**src/rtl/cnn_pkg.sv**
```systemverilog
// Shared widths, FSM encodings and tap/window geometry for the 3x3 convolution MAC.
package cnn_pkg;

  localparam int PIX_W_DEF = 8;
  localparam int W_W_DEF   = 8;
  localparam int ACC_W_DEF = 20;

  localparam int TAPS  = 9;
  localparam int ROWS  = 3;
  localparam int COLS  = 3;
  localparam int TAP_W = 4;

  localparam logic [TAP_W-1:0] LAST_TAP = TAP_W'(TAPS - 1);

  typedef enum logic [1:0] {
    ST_IDLE    = 2'd0,
    ST_COLLECT = 2'd1,
    ST_MAC     = 2'd2,
    ST_OUT     = 2'd3
  } state_e;

endpackage

```
**src/rtl/mac_unit.sv**
```systemverilog
// One unsigned-pixel x signed-weight multiply folded into a signed accumulator, purely combinational.
module mac_unit #(
  parameter int PIX_W = 8,
  parameter int W_W   = 8,
  parameter int ACC_W = 20
) (
  input  logic        [PIX_W-1:0] pix_i,
  input  logic signed [W_W-1:0]   w_i,
  input  logic signed [ACC_W-1:0] acc_i,
  output logic signed [ACC_W-1:0] acc_o
);

  localparam int PROD_W = PIX_W + 1 + W_W;

  logic signed [PROD_W-1:0] pix_ext;
  logic signed [PROD_W-1:0] w_ext;
  logic signed [PROD_W-1:0] prod;

  // pixel is zero-extended so it stays non-negative in the signed product
  assign pix_ext = {{(PROD_W-PIX_W){1'b0}}, pix_i};
  assign w_ext   = {{(PROD_W-W_W){w_i[W_W-1]}}, w_i};
  assign prod    = pix_ext * w_ext;
  assign acc_o   = acc_i + {{(ACC_W-PROD_W){prod[PROD_W-1]}}, prod};

endmodule

```
**src/rtl/conv3x3_mac.sv**
```systemverilog
// Collects three packed pixel rows into a 3x3 window and runs a serial 9-tap signed MAC
// against a static kernel, emitting one (optionally ReLU-clamped) result per window.
module conv3x3_mac
  import cnn_pkg::*;
#(
  parameter int PIX_W = PIX_W_DEF,
  parameter int W_W   = W_W_DEF,
  parameter int ACC_W = ACC_W_DEF,
  parameter bit RELU  = 1'b0
) (
  input  logic                    clk,
  input  logic                    rst,
  input  logic                    frame_start,
  input  logic [COLS*PIX_W-1:0]   p,
  input  logic                    buffer_done,
  input  logic [TAPS*W_W-1:0]     kernel,
  output logic signed [ACC_W-1:0] out_sum,
  output logic                    out_valid,
  output logic                    busy,
  output logic                    overrun
);

  state_e state_q, state_d;

  logic [1:0]                row_cnt_q;
  logic [TAP_W-1:0]          tap_q;
  logic signed [ACC_W-1:0]   acc_q;
  logic [COLS*PIX_W-1:0]     row0_q, row1_q, row2_q;
  logic signed [ACC_W-1:0]   out_sum_q;
  logic                      out_valid_q;
  logic                      overrun_q;

  logic [TAPS*PIX_W-1:0]     window;
  logic [PIX_W-1:0]          pix_sel;
  logic signed [W_W-1:0]     w_sel;
  logic signed [ACC_W-1:0]   acc_next;
  logic signed [ACC_W-1:0]   out_sum_d;

  // tap i = 3*row + col lines up with row0 in the low bits of the flattened window
  assign window  = {row2_q, row1_q, row0_q};
  assign pix_sel = window[tap_q*PIX_W +: PIX_W];
  assign w_sel   = kernel[tap_q*W_W +: W_W];

  mac_unit #(.PIX_W(PIX_W), .W_W(W_W), .ACC_W(ACC_W)) u_mac (
    .pix_i (pix_sel),
    .w_i   (w_sel),
    .acc_i (acc_q),
    .acc_o (acc_next)
  );

  assign out_sum_d = (RELU && acc_q[ACC_W-1]) ? '0 : acc_q;

  always_ff @(posedge clk or negedge rst) begin
    if (!rst) state_q <= ST_IDLE;
    else      state_q <= state_d;
  end

  always_comb begin
    state_d = state_q;
    if (frame_start) begin
      state_d = ST_IDLE;
    end else begin
      case (state_q)
        ST_IDLE:    if (buffer_done) state_d = ST_COLLECT;
        ST_COLLECT: if (buffer_done && row_cnt_q == 2'd2) state_d = ST_MAC;
        ST_MAC:     if (tap_q == LAST_TAP) state_d = ST_OUT;
        ST_OUT:     state_d = ST_IDLE;
        default:    state_d = ST_IDLE;
      endcase
    end
  end

  always_comb begin
    busy = (state_q == ST_MAC) || (state_q == ST_OUT);
  end

  always_ff @(posedge clk or negedge rst) begin
    if (!rst) begin
      row_cnt_q   <= 2'd0;
      tap_q       <= '0;
      acc_q       <= '0;
      row0_q      <= '0;
      row1_q      <= '0;
      row2_q      <= '0;
      out_sum_q   <= '0;
      out_valid_q <= 1'b0;
      overrun_q   <= 1'b0;
    end else begin
      out_valid_q <= 1'b0;
      if (frame_start) begin
        row_cnt_q <= 2'd0;
        tap_q     <= '0;
        acc_q     <= '0;
      end else begin
        if (busy && buffer_done) overrun_q <= 1'b1;
        case (state_q)
          ST_IDLE: begin
            if (buffer_done) begin
              row0_q    <= p;
              row_cnt_q <= 2'd1;
            end
          end
          ST_COLLECT: begin
            if (buffer_done) begin
              if (row_cnt_q == 2'd1) row1_q <= p;
              else                   row2_q <= p;
              if (row_cnt_q == 2'd2) begin
                row_cnt_q <= 2'd0;
                tap_q     <= '0;
                acc_q     <= '0;
              end else begin
                row_cnt_q <= row_cnt_q + 2'd1;
              end
            end
          end
          ST_MAC: begin
            acc_q <= acc_next;
            if (tap_q != LAST_TAP) tap_q <= tap_q + 1'b1;
          end
          ST_OUT: begin
            out_sum_q   <= out_sum_d;
            out_valid_q <= 1'b1;
            tap_q       <= '0;
          end
          default: ;
        endcase
      end
    end
  end

  assign out_sum   = out_sum_q;
  assign out_valid = out_valid_q;
  assign overrun   = overrun_q;

endmodule

```
**config.mk**
```make
export PLATFORM = sky130hd
export DESIGN_NAME = conv3x3_mac
export DESIGN_NICKNAME = d
export VERILOG_FILES = /design/src/rtl/cnn_pkg.sv /design/src/rtl/mac_unit.sv /design/src/rtl/conv3x3_mac.sv
export SDC_FILE = /design/constraint.sdc
export NUM_CORES = 1
export LEC_CHECK = 0
export BUFFER_PORTS_ARGS = -buffer_cell sky130_fd_sc_hd__buf_4
export CELL_PAD_IN_SITES_DETAIL_PLACEMENT = 1
export CELL_PAD_IN_SITES_GLOBAL_PLACEMENT = 1
export CORE_MARGIN = 8
export CORE_UTILIZATION = 40
export DETAILED_ROUTE_END_ITERATION = 16
export MAX_ROUTING_LAYER = met4
export PLACE_DENSITY = 0.78
export REMOVE_ABC_BUFFERS = 1
export SETUP_SLACK_MARGIN = 0.3
export SYNTH_ARGS = -nofsm -noshare
export SYNTH_HDL_FRONTEND = slang
export SYNTH_SLANG_ARGS = --single-unit
```
**constraint.sdc**
```tcl
create_clock -name clk -period 19.35 [get_ports clk]
set_clock_uncertainty 0.2 [all_clocks]
set_input_delay 3.87 -clock clk [delete_from_list [all_inputs] [get_ports clk]]
set_output_delay 3.87 -clock clk [all_outputs]
set_load 0.02 [all_outputs]
```
Yosys cells after proc, flatten, opt, wreduce, memory -nomap -nowiden
Cells that the tools add are included.
- flip-flop bits (word level): 122
- bits in latches: 0
- RAM bits: 0
- bits in read-only memories: 0
- input port bits: 100
- output and inout port bits: 23
- word-level logic and storage cells: 67
- memories: 0
- add/subtract/negate cells: 3
- multiply operators: 1
- div/mod/pow operators: 0
- $lt $le $gt $ge: 0
- equality and inequality tests: 13
- shift-type cells: 2
- mux-type cells: 20
- bitwise operators: 2
- reductions and logical operators: 16
- operators with widths (cell ; count):
    72-bit by 8-bit indexed part select with 8-bit output ; 2
    20-bit 2-to-1 mux ; 3
    20-bit case mux with 2 select lines ; 1
    20-bit adder ; 1
    9-bit by 8-bit multiplier with 17-bit output ; 1
    4-bit 2-to-1 mux ; 4
    3-bit != test, second input constant ; 5
    2-bit 2-to-1 mux ; 7
    4-bit case mux with 3 select lines ; 1
    3-bit AND reduction ; 4
    4-bit AND reduction ; 3
    2-bit case mux with 4 select lines ; 1
    2-bit == test, second input constant ; 3
    3-bit nonzero test ; 2
    4-bit by 1-bit adder with 4-bit output, second input constant ; 1
    2-bit by 1-bit == test with 1-bit output, second input constant ; 2
    4-bit == test, second input constant ; 1
    4-bit != test, second input constant ; 1
    2-bit case mux with 2 select lines ; 1
    2-bit AND reduction ; 2
    4-bit nonzero test ; 1
    3-bit by 2-bit != test with 1-bit output, second input constant ; 1
    2-bit by 1-bit adder with 2-bit output, second input constant ; 1
    1-bit logical AND ; 2
    4 further kinds ; 6

Logic depth before layout (Yosys ltp)
- depth in word-level cells: 5
- mapped depth: 33
- gate-level depth less buffers: 31

Hierarchy
Synthesis repeated with hierarchy kept, for this count alone.
- cell total of the unflattened synthesis: 856
- area total of the unflattened synthesis: 9341.5 µm²
- by module, submodules not included (module ; times used ; cells an instance ; area each (µm²) ; sequential area each (µm²)):
    conv3x3_mac ; 1 ; 485 ; 6211.0 ; 3052.9
    mac_unit ; 1 ; 371 ; 3130.5 ; 0.0

Worst setup path before layout
No wires, ideal clock.
- path type: input to register
- from: input port kernel[61]
- to: register acc_q[19]
- library setup time: 82 ps
- arrival time: 9828 ps
- data required time: 19068 ps
- path slack: 9239 ps
- cell stages on the path: 28
- buffers on the path: 0
- cell sequence: mux4_2 > mux2i_1 > nor2_1 > a21oi_1 > or2_1 > fa_1 > fa_1 > inv_1 > fa_1 > inv_1 > fa_1 > inv_1 > ha_1 > nor2b_1 > nor2_1 > o21ai_0 > a41oi_1 > nor2b_1 > xnor2_1 > ha_1 > nand4_1 > nor2_1 > a22oi_1 > o31ai_2 > a311oi_2 > xor2_1 > a21oi_1 > o22ai_1
- cells in the longest elaborated chain, start to end: 5
- RTL lines (element ; RTL line ; RTL):
    start: declaration ; conv3x3_mac.sv:16 ; input logic [TAPS*W_W-1:0] kernel,
    72-bit by 8-bit indexed part select with 8-bit output ; conv3x3_mac.sv:42 ; assign w_sel = kernel[tap_q*W_W +: W_W];
    9-bit by 8-bit multiplier with 17-bit output ; mac_unit.sv:22 ; assign prod = pix_ext * w_ext;
    20-bit adder ; mac_unit.sv:23 ; assign acc_o = acc_i + {{(ACC_W-PROD_W){prod[PROD_W-1]}}, prod};
    20-bit case mux with 2 select lines ; conv3x3_mac.sv:96 ; case (state_q)
    20-bit 2-to-1 mux ; conv3x3_mac.sv:90 ; if (frame_start) begin
    end signal: assignment ; conv3x3_mac.sv:117 ; acc_q <= acc_next;
    end: declaration ; conv3x3_mac.sv:27 ; logic signed [ACC_W-1:0] acc_q;
No other way between the ends.
A chain may end at the register's enable or synchronous reset.

Final worst setup path
- from: input port kernel[63]
- to: register acc_q[19]
Same word-level chain as after synthesis.

==> flow_summary.toml <==
[clock_tree]
cts_max_level = 4
cts_tree = "built"
ctsHoldBuffers = 0
clk_pin_slew_worst_paths_ns = 0.07
numCtsBuffers = 17
clock_path_buffers = 2
clock_sinks = 122
cts_root_buffer = "clkbuf_16"
clk_latency_ns = 0.43
cts_resized = 0
cts_setup_buffers = 0

[synth]
synth_top_cell_area_share_pct = 34.1
synthTopCellsByArea = "dfrtp_1 34%, mux2_2 12%, ha_1 9.7%"
async_flop_share_pct = 100
yosysSeqAreaShare_pct = 34.1
ys_types = 59
syn_avg_cell_area_sq_um = 11.5
yosys_warnings = 0
synth_flop_cell = "dfrtp_1"
netlist_area_sq_um = 8940
synth_edf_count = 0
syn_inst = 779
yosysTopAreaCell = "dfrtp_1"
ys_seq_elements = 122

[grt]
grt_usage_pct = 18.5
grt_pass1_wl_um = 38500
first_global_vias = 7440
grt_max_degree = 68
antenna_found_initial = 0
grt_overflow_total = 0

[sta]
setup_viol = 0
min_period_ns = 10.57
hold_viol = 0
clock.fmax_mhz = 94.6
finalCritPeriodShare_pct = 54.6
slew_headroom_pct = 22.0
worst_hold_slack_ns = 0.267
rsz0062_at_grt = "no"
tightest_slew_ns = 1.17
drv_slew = 0
fin_setup_tns_ns = 0

[die]
initial_core_util_pct = 40.8
core.rowCount = 54
die_y_um = 166
die_w_um = 166
pin_count = 123
dieArea_sq_um = 27400
core-area_sq_um = 21900

[worst_setup_path]
critical_path_buf_inv_count = 5
crit_arrival_ns = 10.68
crit_type = "primary input to flip-flop"
rr_endpoint = "acc_q[19]$_DFFE_PN0P_"
cp-start-kind = "primary input"
required_ns = 19.46
cp_max_fo = 8
max_stage_delay_ns = 0.55
worst-r2r-cell-count = 28
cp_top_family = "adder cells"
reg2reg_from = "tap_q[0]$_DFFE_PN0P_"
r2r_setup_slack_ns = 11.24
critPathSlowestCell = "fa_1"
critPathCaptureType = "flip-flop"

[layout]
antenna_cells = 0
final_nets = 1106
area_growth_pct = 20.1
drive_gt1_share_pct = 34.8

[min_path]
min_to = "overrun$_DFFE_PN0P_"
hold_path.startpoint = "overrun$_DFFE_PN0P_"
hold_depth = 1
hold_path.class = "flip-flop to flip-flop"

[run_status]
status = "finished clean"

[detailed_routing]
route.antenna.remaining_nets = 0
viasPerCell = 5.50
drt_wl_total_um = 23500
vias = 6556
drt_first_pass_iters = 4
wl_per_cell_um = 19.7
initialDrtViolationCount = 379
drc_errors = 0

[flow_run]
maxCapViolCount = 0

[place]
dp_hpwl_um = 17300
globalplace.congestion = 0.811
port_buffers = 122
## state kept, by name, indices dropped and copies added (netlist names)
name       flops
out_sum       20
overrun        1
row_cnt_q      2
row2_q        24
acc_q         20
row0_q        24
tap_q          4
row1_q        24
out_valid      1
state_q        2
## final cells by class
type / count / area (sq um)
Clock buffer: 17 / 425
Clock inverter: 15 / 171
Fill cell: 2377 / 11200
Inverter: 70 / 263
Multi-Input combinational cell: 559 / 5500
Sequential cell: 122 / 3060
Tap cell: 280 / 350
Timing Repair Buffer: 129 / 968
## cell usage after synthesis (2+ instances only)
| cell type | instances |
|---|---|
| o21a_1 | 3 |
| or3_1 | 3 |
| nand4_1 | 4 |
| or2_1 | 10 |
| buf_1 | 3 |
| a31oi_4 | 2 |
| a21oi_1 | 27 |
| buf_6 | 2 |
| nor3_1 | 3 |
| nand2b_1 | 7 |
| a22o_1 | 17 |
| o21ai_0 | 20 |
| mux2_2 | 93 |
| mux4_2 | 32 |
| clkbuf_1 | 10 |
| xnor2_1 | 14 |
| inv_1 | 70 |
| a21oi_2 | 13 |
| a32o_1 | 2 |
| nand2_1 | 31 |
| a31oi_1 | 5 |
| xor2_1 | 13 |
| and3_1 | 4 |
| a21o_1 | 10 |
| o21bai_1 | 3 |
| mux2i_1 | 16 |
| o31ai_1 | 4 |
| nand3_1 | 4 |
| buf_2 | 10 |
| ha_1 | 69 |
| fa_1 | 38 |
| nor2b_1 | 14 |
| a21oi_4 | 2 |
| o21ai_2 | 2 |
| buf_4 | 3 |
| a211oi_1 | 2 |
| nor2_1 | 71 |
| dfrtp_1 | 122 |
## cell families (layout without fill, tap and decap cells)
| group | after synthesis | count (layout) | synth area share, % |
|---|---|---|---|
| AND/OR/NAND/NOR | 158 | 158 | 8.35 |
| multiplexers | 141 | 141 | 21.6 |
| AO/OA/AOI/OAI | 126 | 126 | 10.6 |
| flip-flops | 122 | 122 | 34.1 |
| adder cells (fa/ha/maj) | 107 | 107 | 18.2 |
| buffers and inverters | 98 | 231 | 4.55 |
| XOR/XNOR | 27 | 27 | 2.64 |
## per-stage QoR
stage               setup slack, ns  instance area (sq um)  util [%]  std cells
CTS                            8.77                  10700      49.0       1192
global placement               8.62                  10100      46.3       1160
global route                   8.30                  10700      49.0       1192
detailed placement             8.34                  10100      46.3       1160
finish                         8.78                  10700      49.0       1192
floorplan                      9.17                   8800         -        751
## metal layers
metal,global-route usage [%],up-vias,routed length (um)
li1,-,3004,-
met1,21.8,3364,9880
met2,30.8,145,12200
met3,3.72,43,928
met4,6.78,0,507
met5,-,-,0
## worst max-delay path by stage
stage	startpoint	to	slack, ns	depth (start not counted)
3_5_place_dp	kernel[61]	acc_q[19]$_DFFE_PN0P_	8.34	29
2_1_floorplan	kernel[61]	acc_q[19]$_DFFE_PN0P_	9.17	28
5_1_grt	kernel[63]	acc_q[19]$_DFFE_PN0P_	8.30	29
4_1_cts	kernel[61]	acc_q[19]$_DFFE_PN0P_	8.77	27
6_report	kernel[63]	acc_q[19]$_DFFE_PN0P_	8.78	28
3_3_place_gp	kernel[61]	acc_q[19]$_DFFE_PN0P_	8.62	27
## placed cells by master (no fill, tap or decap), types with 13 or more instances in the layout
cell	instances
a21oi_2	13
nor2_1	71
fa_1	38
inv_1	70
mux2_2	93
mux2i_1	16
nor2b_1	13
xor2_1	13
xnor2_1	14
buf_4	129
nand2_1	31
ha_1	69
mux4_2	32
a22o_1	17
clkbuf_16	17
o21ai_0	20
a21oi_1	26
dfrtp_1	120
Power is left out: the tool's default activity adds up to more than one toggle a clock period on the data nets, which glitch-free logic cannot reach.
